### config.mk
export PLATFORM = sky130hd
export DESIGN_NAME = core_seq
export DESIGN_NICKNAME = d
export VERILOG_FILES = /design/src/rtl/core_seq.sv
export SDC_FILE = /design/constraint.sdc
export NUM_CORES = 1
export LEC_CHECK = 0
export CAP_MARGIN = 20
export CORE_MARGIN = 2
export CORE_UTILIZATION = 60
export DETAILED_ROUTE_END_ITERATION = 16
export PLACE_DENSITY = 0.87
export SLEW_MARGIN = 20
export SYNTH_ARGS = -nofsm -noshare
export SYNTH_HDL_FRONTEND = slang
export SYNTH_SLANG_ARGS = --single-unit
### constraint.sdc
create_clock -name clk -period 20.7 [get_ports clk]
set_input_delay 3.105 -clock clk [delete_from_list [all_inputs] [get_ports clk]]
set_output_delay 3.105 -clock clk [all_outputs]
set_load 0.01 [all_outputs]
### src/rtl/core_seq.sv
// ---------------------------------------------------------------------------
// core_seq -- multi-cycle instruction sequencer for a small register machine.
//
// Walks each instruction through FETCH -> DECODE -> EXECUTE -> SAVE, with a
// MEMWAIT detour for LOAD/STORE. The decoder and ALU sit outside this block;
// it owns the register file (including sp and ip), the flags, and the
// memory handshake.
//
// Optional feature: define CORE_SEQ_STACK_CHECK_EN to enable stack bounds
// checking on sp. This adds the stack_lo/stack_hi/stack_exc registers,
// loaded by op_kind 10/11/12, and the stack_fault output.
//
// Parameters
//   WIDTH       data/register/address width (even, >= 16)
//   REGS_CODING register index width; top index = ip, top-1 = sp
//   FLAGS       flag count {CF,SF,OF,ZF} at bits 0..3
//   RESET_IP    ip value after reset and after HALT
//
// Ports
//   clk, reset          clock (rising edge), async active-high reset
//   instruction         instruction word at instr_addr (bit WIDTH-1 = long)
//   instr_addr          current ip
//   instr_half          0 = upper half current, 1 = lower half current
//   op_kind, op1, op2   decoded class and destination/source indices
//   imm                 half-word immediate for MOVL/MOVH
//   cond_ok             condition result; 0 turns the op into a NOP
//   operand1/operand2   combinational reads of reg[op1]/reg[op2]
//   alu_result/flags    external ALU outputs
//   flags               architectural flags
//   mem_*               memory request/response handshake
//   interrupt_start     wakes the core from IDLE
//   interrupt_finish    one-cycle pulse after HALT
//   stack_fault         one-cycle pulse on a rejected sp write (feature only)
//   busy                high in every state except IDLE
// ---------------------------------------------------------------------------
module core_seq #(
    parameter int               WIDTH       = 32,
    parameter int               REGS_CODING = 3,
    parameter int               FLAGS       = 4,
    parameter logic [WIDTH-1:0] RESET_IP    = '0
) (
    input  logic                   clk,
    input  logic                   reset,
    input  logic [WIDTH-1:0]       instruction,
    output logic [WIDTH-1:0]       instr_addr,
    output logic                   instr_half,
    input  logic [3:0]             op_kind,
    input  logic [REGS_CODING-1:0] op1,
    input  logic [REGS_CODING-1:0] op2,
    input  logic [WIDTH/2-1:0]     imm,
    input  logic                   cond_ok,
    output logic [WIDTH-1:0]       operand1,
    output logic [WIDTH-1:0]       operand2,
    input  logic [WIDTH-1:0]       alu_result,
    input  logic [FLAGS-1:0]       alu_flags,
    output logic [FLAGS-1:0]       flags,
    output logic                   mem_request,
    output logic                   mem_wren,
    output logic [WIDTH-1:0]       mem_address,
    output logic [WIDTH-1:0]       mem_writedata,
    input  logic [WIDTH-1:0]       mem_readdata,
    input  logic                   mem_response,
    input  logic                   interrupt_start,
    output logic                   interrupt_finish,
`ifdef CORE_SEQ_STACK_CHECK_EN
    output logic                   stack_fault,
`endif
    output logic                   busy
);

    localparam int                     NREGS  = 2 ** REGS_CODING;
    localparam int                     HW     = WIDTH / 2;
    localparam logic [REGS_CODING-1:0] IP_IDX = '1;
    localparam logic [REGS_CODING-1:0] SP_IDX = {{(REGS_CODING-1){1'b1}}, 1'b0};
    localparam logic [WIDTH-1:0]       ONE    = {{(WIDTH-1){1'b0}}, 1'b1};

    localparam logic [3:0] OP_ALU   = 4'd1;
    localparam logic [3:0] OP_MOV   = 4'd2;
    localparam logic [3:0] OP_MOVL  = 4'd3;
    localparam logic [3:0] OP_MOVH  = 4'd4;
    localparam logic [3:0] OP_MOVF  = 4'd5;
    localparam logic [3:0] OP_JMP   = 4'd6;
    localparam logic [3:0] OP_LOAD  = 4'd7;
    localparam logic [3:0] OP_STORE = 4'd8;
    localparam logic [3:0] OP_HALT  = 4'd9;
`ifdef CORE_SEQ_STACK_CHECK_EN
    localparam logic [3:0] OP_SLO   = 4'd10;
    localparam logic [3:0] OP_SHI   = 4'd11;
    localparam logic [3:0] OP_SEXC  = 4'd12;
`endif

    typedef enum logic [2:0] {
        S_IDLE,
        S_FETCH,
        S_DECODE,
        S_EXECUTE,
        S_SAVE,
        S_MEMWAIT
    } state_t;

    state_t state, state_next;

    logic [WIDTH-1:0]       regs [NREGS];
    logic [WIDTH-1:0]       result_q;
    logic                   mem_is_load;
    logic [REGS_CODING-1:0] mem_dst;

    // Control decoded from the current state and op
    logic                   latch_alu;
    logic                   wr_en;
    logic [REGS_CODING-1:0] wr_idx;
    logic [WIDTH-1:0]       wr_data;
    logic                   advance;
    logic                   mem_start;
    logic                   mem_done;
    logic                   halt;
    logic                   sp_fault;
    logic [WIDTH:0]         seq_next;

    // Only the long-instruction bit of the word matters here
    logic unused_instr;
    assign unused_instr = ^instruction[WIDTH-2:0];

`ifdef CORE_SEQ_STACK_CHECK_EN
    logic [WIDTH-1:0] stack_lo;
    logic [WIDTH-1:0] stack_hi;
    logic [WIDTH-1:0] stack_exc;
    logic             ld_slo;
    logic             ld_shi;
    logic             ld_sexc;
`endif

    // Sequential advance: {instr_half_next, ip_next}. A long instruction or
    // the lower half of a packed word moves to the next word.
    function automatic logic [WIDTH:0] seq_advance(input logic [WIDTH-1:0] ip,
                                                   input logic             half,
                                                   input logic             long_instr);
        if (long_instr || half)
            return {1'b0, ip + ONE};
        else
            return {1'b1, ip};
    endfunction

    assign instr_addr = regs[IP_IDX];
    assign operand1   = regs[op1];
    assign operand2   = regs[op2];
    assign busy       = (state != S_IDLE);
    assign seq_next   = seq_advance(regs[IP_IDX], instr_half, instruction[WIDTH-1]);

    always_ff @(posedge clk or posedge reset) begin
        if (reset)
            state <= S_IDLE;
        else
            state <= state_next;
    end

    always_comb begin
        state_next = state;
        case (state)
            S_IDLE:    if (interrupt_start) state_next = S_FETCH;
            S_FETCH:   state_next = S_DECODE;
            S_DECODE:  state_next = S_EXECUTE;
            S_EXECUTE: state_next = S_SAVE;
            S_SAVE: begin
                if (halt)
                    state_next = S_IDLE;
                else if (mem_start)
                    state_next = S_MEMWAIT;
                else
                    state_next = S_FETCH;
            end
            S_MEMWAIT: if (mem_response) state_next = S_FETCH;
            default:   state_next = S_IDLE;
        endcase
    end

    always_comb begin
        latch_alu = (state == S_EXECUTE) && cond_ok && (op_kind == OP_ALU);
        wr_en     = 1'b0;
        wr_idx    = op1;
        wr_data   = '0;
        advance   = 1'b0;
        mem_start = 1'b0;
        mem_done  = 1'b0;
        halt      = 1'b0;
`ifdef CORE_SEQ_STACK_CHECK_EN
        ld_slo    = 1'b0;
        ld_shi    = 1'b0;
        ld_sexc   = 1'b0;
`endif
        if (state == S_SAVE) begin
            advance = 1'b1;
            if (cond_ok) begin
                case (op_kind)
                    OP_ALU: begin
                        wr_en   = 1'b1;
                        wr_data = result_q;
                    end
                    OP_MOV: begin
                        wr_en   = 1'b1;
                        wr_data = operand2;
                    end
                    OP_MOVL: begin
                        wr_en   = 1'b1;
                        wr_data = {operand1[WIDTH-1:HW], imm};
                    end
                    OP_MOVH: begin
                        wr_en   = 1'b1;
                        wr_data = {imm, operand1[HW-1:0]};
                    end
                    OP_MOVF: begin
                        wr_en   = 1'b1;
                        wr_data = WIDTH'(flags);
                    end
                    OP_JMP: begin
                        wr_en   = 1'b1;
                        wr_idx  = IP_IDX;
                        wr_data = operand1;
                    end
                    OP_LOAD, OP_STORE: begin
                        mem_start = 1'b1;
                        advance   = 1'b0;
                    end
                    OP_HALT: begin
                        halt    = 1'b1;
                        advance = 1'b0;
                    end
`ifdef CORE_SEQ_STACK_CHECK_EN
                    OP_SLO:  ld_slo  = 1'b1;
                    OP_SHI:  ld_shi  = 1'b1;
                    OP_SEXC: ld_sexc = 1'b1;
`endif
                    default: ;
                endcase
            end
        end else if (state == S_MEMWAIT && mem_response) begin
            // Completion: the request was issued at least one cycle ago
            mem_done = 1'b1;
            advance  = 1'b1;
            if (mem_is_load) begin
                wr_en   = 1'b1;
                wr_idx  = mem_dst;
                wr_data = mem_readdata;
            end
        end
    end

`ifdef CORE_SEQ_STACK_CHECK_EN
    assign sp_fault = wr_en && (wr_idx == SP_IDX) &&
                      ((wr_data < stack_lo) || (wr_data > stack_hi));
`else
    assign sp_fault = 1'b0;
`endif

    always_ff @(posedge clk or posedge reset) begin
        if (reset) begin
            for (int i = 0; i < NREGS; i++)
                regs[i] <= '0;
            regs[IP_IDX]     <= RESET_IP;
            instr_half       <= 1'b0;
            flags            <= '0;
            result_q         <= '0;
            mem_request      <= 1'b0;
            mem_wren         <= 1'b0;
            mem_address      <= '0;
            mem_writedata    <= '0;
            mem_is_load      <= 1'b0;
            mem_dst          <= '0;
            interrupt_finish <= 1'b0;
`ifdef CORE_SEQ_STACK_CHECK_EN
            stack_lo         <= '0;
            stack_hi         <= '1;
            stack_exc        <= '0;
            stack_fault      <= 1'b0;
`endif
        end else begin
            interrupt_finish <= 1'b0;
`ifdef CORE_SEQ_STACK_CHECK_EN
            stack_fault      <= 1'b0;
            if (ld_slo)  stack_lo  <= operand1;
            if (ld_shi)  stack_hi  <= operand1;
            if (ld_sexc) stack_exc <= operand1;
`endif
            if (latch_alu) begin
                result_q <= alu_result;
                flags    <= alu_flags;
            end

            // Memory side: everything stays frozen while the request is open
            if (mem_start) begin
                mem_request <= 1'b1;
                mem_wren    <= (op_kind == OP_STORE);
                mem_address <= operand2;
                if (op_kind == OP_STORE)
                    mem_writedata <= operand1;
                mem_is_load <= (op_kind == OP_LOAD);
                mem_dst     <= op1;
            end else if (mem_done) begin
                mem_request <= 1'b0;
            end

            // Register file / ip update; an ip write (or stack redirect)
            // replaces the sequential advance
            if (halt) begin
                for (int i = 0; i < NREGS; i++)
                    regs[i] <= '0;
                regs[IP_IDX]     <= RESET_IP;
                instr_half       <= 1'b0;
                interrupt_finish <= 1'b1;
            end else if (sp_fault) begin
`ifdef CORE_SEQ_STACK_CHECK_EN
                regs[IP_IDX] <= stack_exc;
                stack_fault  <= 1'b1;
`endif
                instr_half   <= 1'b0;
            end else if (wr_en && wr_idx == IP_IDX) begin
                regs[IP_IDX] <= wr_data;
                instr_half   <= 1'b0;
            end else begin
                if (wr_en)
                    regs[wr_idx] <= wr_data;
                if (advance) begin
                    regs[IP_IDX] <= seq_next[WIDTH-1:0];
                    instr_half   <= seq_next[WIDTH];
                end
            end
        end
    end

endmodule
==> run_results.csv, run 1 <==
group,metric,value,unit
route,wl_met2,32200,um
setup_path,r2r-end,"regs[112]",
clock_tree,clk_pin_slew,60,ps
setup_path,path_cells,"buf_4, buf_4, mux2_2, o22ai_1, a221oi_1, clkdlybuf4s50_1",
global_route,grt_pass1_vias,17800,
timing,skew,26.1,ps
synth,synth_flop_cell,"dfrtp_1",
route,viasPerCell,7.31,
route,drtAntennaViolNets,0,
synth,syn-cell-area,20700,sq um
clock_tree,cts.sinks,367,
setup_path,critical_path_required,17590,ps
timing,period_needed,9410,ps
synth,async_flop_share,1.00,
setup_path,end_kind,"output pin",
global_route,grt_pass1_wl,108000,um
route,wl_met3,10800,um
place,portBuffers,268,
global_route,grt_use_total,0.394,
setup_path,r2r_slack,16650,ps
synth,synth_top_area_share,0.444,
route,routed_wl,72200,um
power,p_leak,12.2,nW
setup_path,worst_path_max_delay_cell,"a221oi_1",
global_route,gr-total-overflow,0,
route,wl_per_cell,28.7,um
synth,yosysUniqueCellTypes,70,
setup_path,ff2ff_path_depth,7,
synth,yosysWarnings,0,
clock_tree,cts-buffers-inserted,37,
clock_tree,clockBufferDepth,3,
timing,tightest_slew,1230,ps
floorplanning,row_count,68,
timing,grt_setup_unrepaired,"no",
timing,hold_violations,0,
clock_tree,cts_hold_buffers,0,
setup_path,cp_common_cell,"buf_4",
timing,relSlewSlack,0.179,
setup_path,start_kind,"input pin",
clock_tree,cts_resized,0,
power,p_per_area,82.7,nW/um^2
hold_path,min_path_cells,2,
route,dr.first_iter.drc_count,2958,
place,dp_hpwl,45400,um
clock_tree,post_cts_buffers,0,
route,drc,0,
finish,fillerInstances,2230,
route,drt-pass1-iter-count,6,
timing,period_share,0.455,
clock_tree,clockRootBuffer,"clkbuf_16",
route,highest_layer,"met5",
route,route.vias.total,18400,
hold_path,hp-class,"flip-flop to flip-flop",
timing,slew_violations,0,
synth,syn_inst,1897,
finish,areaGrowthSynthToFinish,18.3,%
setup_path,cp.arrival,6310,ps
clock_tree,clk_latency,560,ps
place,globalplace.congestion,0.932,
setup_path,worst_path_largest_cell_delay,850,ps
hold_path,min_to,"mem_address[27]",
timing,timing.hold.ws,474,ps
floorplanning,start_util,0.604,
setup_path,crit_family,"buffers and inverters",
setup_path,cp_max_fo,55,
finish,diodes,0,
floorplanning,die_w,190,um
power,peakVddDrop,0.0548,mV
run,cap_violations,0,
floorplanning,core-area,34300,sq um
synth,syn_area_per_cell,10.9,sq um
clock_tree,htreeDepth,2,
timing,tns,0,ps
floorplanning,io_pins,300,
global_route,antenna_found_initial,1,
synth,ys_ff_latch,367,
run_status,status,"completed",
finish,drive_gt1_frac,0.179,
timing,setup_viol_count_final,0,
global_route,grt_max_degree,149,
floorplanning,die_h,190,um
floorplanning,die-area,36000,sq um
synth,synth.yosys.seq_area_share,0.444,
synth,synth_top_area_cell,"dfrtp_1",
route,drt-met1-wl,25200,um
clock_tree,cts_tree,"done",
setup_path,rr_startpoint,"state[0]",
timing,max_freq,106,MHz
setup_path,path_class,"input pin to output pin",
synth,synth_fp_nets,2029,
synth,synth_area_leaders,"dfrtp_1 44%, mux4_2 9.6%, mux2_2 8.2%",
setup_path,critPathBufInv,3,
finish,layout.nets,2171,
hold_path,min-delay-start,"mem_address[27]",
synth,synth-edff-count,0,
==> placed cells by master (no fill, tap or decap), drive strengths merged, types with 19 or more instances in the layout <==
cell	n
clkdlybuf4s50	262
and3	149
nand3	115
buf	32
mux2	150
clkbuf	51
a21o	136
o21ai	141
mux4	88
a21oi	29
a22oi	19
nor2	46
o22ai	24
a22o	20
dfrtp	367
mux2i	53
a221o	24
nand2	145
inv	30
==> worst min-delay path, delay by kind of cell, from the launching register on <==
kind	cells	cell delay, ps
AND/OR/NAND/NOR	2	110
flip-flops	1	340
==> synth_stat cells (all sizes together), types with 10 or more instances <==
master	number
buf	118
and3	149
nor2	46
dfrtp	367
nand2b	12
mux4	88
a21o	136
and2	10
a22oi	19
o211ai	12
mux2	150
nand3	115
inv	29
clkbuf	73
o221ai	11
o22ai	24
a21oi	29
nand2	145
a221o	24
a22o	20
a221oi	18
mux2i	53
nor3	11
o21ai	141
==> layer usage <==
| metal | vias up | track usage |
|---|---|---|
| li1 | 7392 | - |
| met1 | 9037 | 0.517 |
| met2 | 1652 | 0.589 |
| met3 | 318 | 0.134 |
| met4 | 4 | 0.189 |
| met5 | - | 0.0179 |
==> power breakdown <==
part,switching (mW),total (mW),internal (mW)
registers,0.109,0.895,0.786
logic,0.240,0.465,0.225
clock network,0.298,0.665,0.366
total,0.648,2.03,1.38
==> worst max-delay path by stage <==
stage	start	to	slack, ps	depth (start not counted)
after floorplan	reset	flags[0]	7410	1
after global placement	op1[1]	operand1[26]	11330	6
after detailed placement	op1[1]	operand1[26]	11310	6
after CTS	op1[1]	operand1[26]	11300	6
after global routing	op1[1]	operand1[31]	11260	6
final	op1[1]	operand1[31]	11290	6
==> area by class of cell <==
type / count / area (sq um) / area share
Multi-Input combinational cell: 1310 / 10500 / 0.429
Sequential cell: 367 / 9180 / 0.375
Timing Repair Buffer: 294 / 2940 / 0.120
Clock buffer: 51 / 1040 / 0.0424
Tap cell: 455 / 569 / 0.0232
Clock inverter: 13 / 128 / 0.00521
Inverter: 29 / 116 / 0.00475
==> flip-flops by register name (all words and copies together) (netlist names) <==
register	cells
interrupt_finish	1
mem_is_load	1
flags	4
instr_addr	32
instr_half	1
result_q	32
state	3
mem_writedata	32
mem_address	32
mem_dst	3
regs	224
mem_request	1
mem_wren	1
==> metrics by stage <==
stage / util / instances / instance area [sq um] / worst slack (ps) / total power, mW
after floorplan: - / 1897 / 20700 / 7410 / 1.13
after global placement: 0.677 / 2450 / 23200 / 11330 / 1.33
after detailed placement: 0.677 / 2450 / 23200 / 11310 / 1.34
after CTS: 0.711 / 2514 / 24400 / 11300 / 2.00
after global routing: 0.714 / 2519 / 24500 / 11260 / 2.09
final: 0.714 / 2519 / 24500 / 11290 / 2.03
==> logic make-up after synthesis <==
kind of cell             count (synthesis)  share of synthesized area
AO/OA/AOI/OAI                          479                      0.163
XOR/XNOR                                 1                   0.000423
AND/OR/NAND/NOR                        538                      0.137
adder cells (fa/ha/maj)                  1                   0.000604
multiplexers                           291                      0.203
flip-flops                             367                      0.444
buffers and inverters                  220                     0.0520
No activity file was read; power rests on OpenSTA's default activity.
==> run 2: changes to the inputs <==
--- a/config.mk
+++ b/config.mk
@@ -7,9 +7,9 @@
 export LEC_CHECK = 0
 export CAP_MARGIN = 20
 export CORE_MARGIN = 2
-export CORE_UTILIZATION = 60
+export CORE_UTILIZATION = 50
 export DETAILED_ROUTE_END_ITERATION = 16
-export PLACE_DENSITY = 0.87
+export PLACE_DENSITY = 0.77
 export SLEW_MARGIN = 20
 export SYNTH_ARGS = -nofsm -noshare
 export SYNTH_HDL_FRONTEND = slang
==> constraint.sdc (replaced) <==
create_clock -name clk -period 7.98 [get_ports clk]
set_input_delay 1.197 -clock clk [delete_from_list [all_inputs] [get_ports clk]]
set_output_delay 1.197 -clock clk [all_outputs]
set_load 0.01 [all_outputs]
==> run 2 against run 1 <==
  * Flip-flop and latch count unchanged
  * Sequential power increased to 2.6 times the previous value
  * Critical endpoint is now operand1[26]
  * Count of clock-buffer cells in the layout unchanged
==> run_results.csv, run 2 (synthesis gave the netlist of run 1 again) <==
group,metric,value,unit
finish,stdcell_count,2595,
route,viasPerCell,6.83,
setup_path,crit_path_end,"operand1[26]",
clock_tree,htreeDepth,2,
place,dp_cells,2530,
timing,tns,0,ps
setup_path,crit_path_start,"op1[0]",
place,postPlaceCellArea,23300,sq um
setup_path,critical_path_cell_count,6,
setup_path,path_cells,"buf_2, buf_4, nand2b_1, o22ai_1, a221oi_1, clkdlybuf4s50_1",
global_route,grt_pass1_vias,17300,
power,pwr-share-seq,0.440,
timing,period_share,0.716,
clock_tree,cts-buffers-inserted,37,
route,route.vias.total,17700,
floorplanning,core-area,40800,sq um
global_route,grt_pass1_wl,108000,um
route,wl_met2,32200,um
global_route,grt_use_total,0.323,
clock_tree,cts_resized,0,
timing,setup_viol_count_final,0,
power,p_leak,12.2,nW
route,drt-pass1-iter-count,8,
setup_path,rr_startpoint,"state[0]",
floorplanning,row_count,74,
power,p_per_area,214,nW/um^2
finish,regMostFlops,"regs",
timing,relSlewSlack,0.178,
place,dpl_worst_slack,2450,ps
setup_path,cp_max_fo,21,
finish,layout.nets,2172,
place,portBuffers,268,
finish,final_core_utilization,0.602,
place,globalplace.congestion,0.893,
route,drtAntennaViolNets,0,
setup_path,r2r_slack,4170,ps
setup_path,crit_family,"buffers and inverters",
timing,hold_violations,0,
run_status,status,"completed",
setup_path,end_kind,"output pin",
clock_tree,clk_latency,550,ps
floorplanning,start_util,0.507,
setup_path,critPathBufInv,3,
power,combPwrFrac,0.226,
timing,slew_violations,0,
route,wl_per_cell,27.5,um
power,peakVddDrop,0.125,mV
hold_path,min-delay-start,"mem_address[10]",
setup_path,r2r-end,"regs[157]",
finish,final_common_cell,"dfrtp_1",
setup_path,path_class,"input pin to output pin",
floorplanning,io_pins,300,
route,drt-met1-wl,27900,um
finish,layout_common_cells,"367 x dfrtp_1, 262 x clkdlybuf4s50_1, 150 x mux2_2, 149 x and3_1, 144 x nand2_1",
finish,final_cell_area,24600,sq um
setup_path,worst_path_max_delay_cell,"a221oi_1",
global_route,antenna_found_initial,2,
hold_path,hp-class,"flip-flop to flip-flop",
clock_tree,cts.sinks,367,
timing,grt_setup_unrepaired,"no",
timing,timing.hold.ws,473,ps
clock_tree,clockBufferDepth,3,
timing,period_needed,5720,ps
floorplanning,die-area,43000,sq um
setup_path,critical_path_required,6780,ps
finish,largest_register_ffs,224,
route,highest_layer,"met5",
clock_tree,cts_tree,"done",
clock_tree,clockRootBuffer,"clkbuf_16",
power,pwr-share-clk,0.334,
finish,drive_gt1_frac,0.177,
global_route,gr-total-overflow,0,
clock_tree,cts_hold_buffers,0,
power,switching_share,0.310,
setup_path,worst_path_largest_cell_delay,980,ps
finish,areaGrowthSynthToFinish,18.8,%
clock_tree,post_cts_buffers,0,
power,p_int,3.64,mW
run,cap_violations,0,
power,power,5.28,mW
timing,tightest_slew,1230,ps
setup_path,start_kind,"input pin",
route,routed_wl,71200,um
timing,setup_ws,2260,ps
route,drc,0,
place,dp_hpwl,47500,um
route,dr.first_iter.drc_count,2657,
clock_tree,clk_pin_slew,60,ps
timing,max_freq,175,MHz
setup_path,ff2ff_path_depth,6,
setup_path,cp.arrival,4520,ps
route,wl_met3,8760,um
power,netSwitchingPower,1.63,mW
timing,skew,15.4,ps
floorplanning,die_h,207,um
finish,diodes,0,
global_route,grt_max_degree,176,
floorplanning,die_w,207,um
[run 2: changes by cell type in the layout (fill, tap and decap cells not counted), sizes merged]
cell / previous run / this run
buf: 32 / 33
bufinv: 1 / 4
clkinvlp: 3 / 1
clkinv: 8 / 5
[run 2: power by group through the flow]
stage	logic, mW	clock network [mW]	registers [mW]
after CTS	1.18	1.77	2.31
after global placement	1.16	0	2.32
final	1.19	1.76	2.32
after floorplan	0.729	0	2.20
after global routing	1.27	1.83	2.35
after detailed placement	1.17	0	2.34
[run 2: worst reg2reg max path, cell delays in order (launching register included)]
cell and delay, ps:
dfrtp_1 480, nand4bb_4 340, or4_4 730, o31ai_4 770, nand3_4 740, and3_1 480, a21o_1 160
[run 2: how the worst min path moves through the flow]
stage / end / slack [ps] / cells after the start
2_1_floorplan: result_q[0] / 480 / 1
3_3_place_gp: mem_address[3] / 460 / 2
3_5_place_dp: mem_address[10] / 460 / 2
4_1_cts: mem_address[10] / 480 / 2
5_1_grt: mem_address[17] / 490 / 2
6_report: mem_address[10] / 470 / 2
[run 2: layout make-up]
class,count,area [sq um]
clock buffers,51,1020
fillers,3195,16200
repair buffers,295,2950
clock inverters,11,163
flip-flops and latches,367,9180
inverters,29,113
well taps,532,666
multi-input cells,1310,10500
[run 2: metal layers]
| metal | GRT usage | vias to the layer above |
|---|---|---|
| li1 | - | 7377 |
| met1 | 0.450 | 8912 |
| met3 | 0.0835 | 170 |
| met5 | 0 | - |
| met4 | 0.109 | 4 |
| met2 | 0.496 | 1260 |
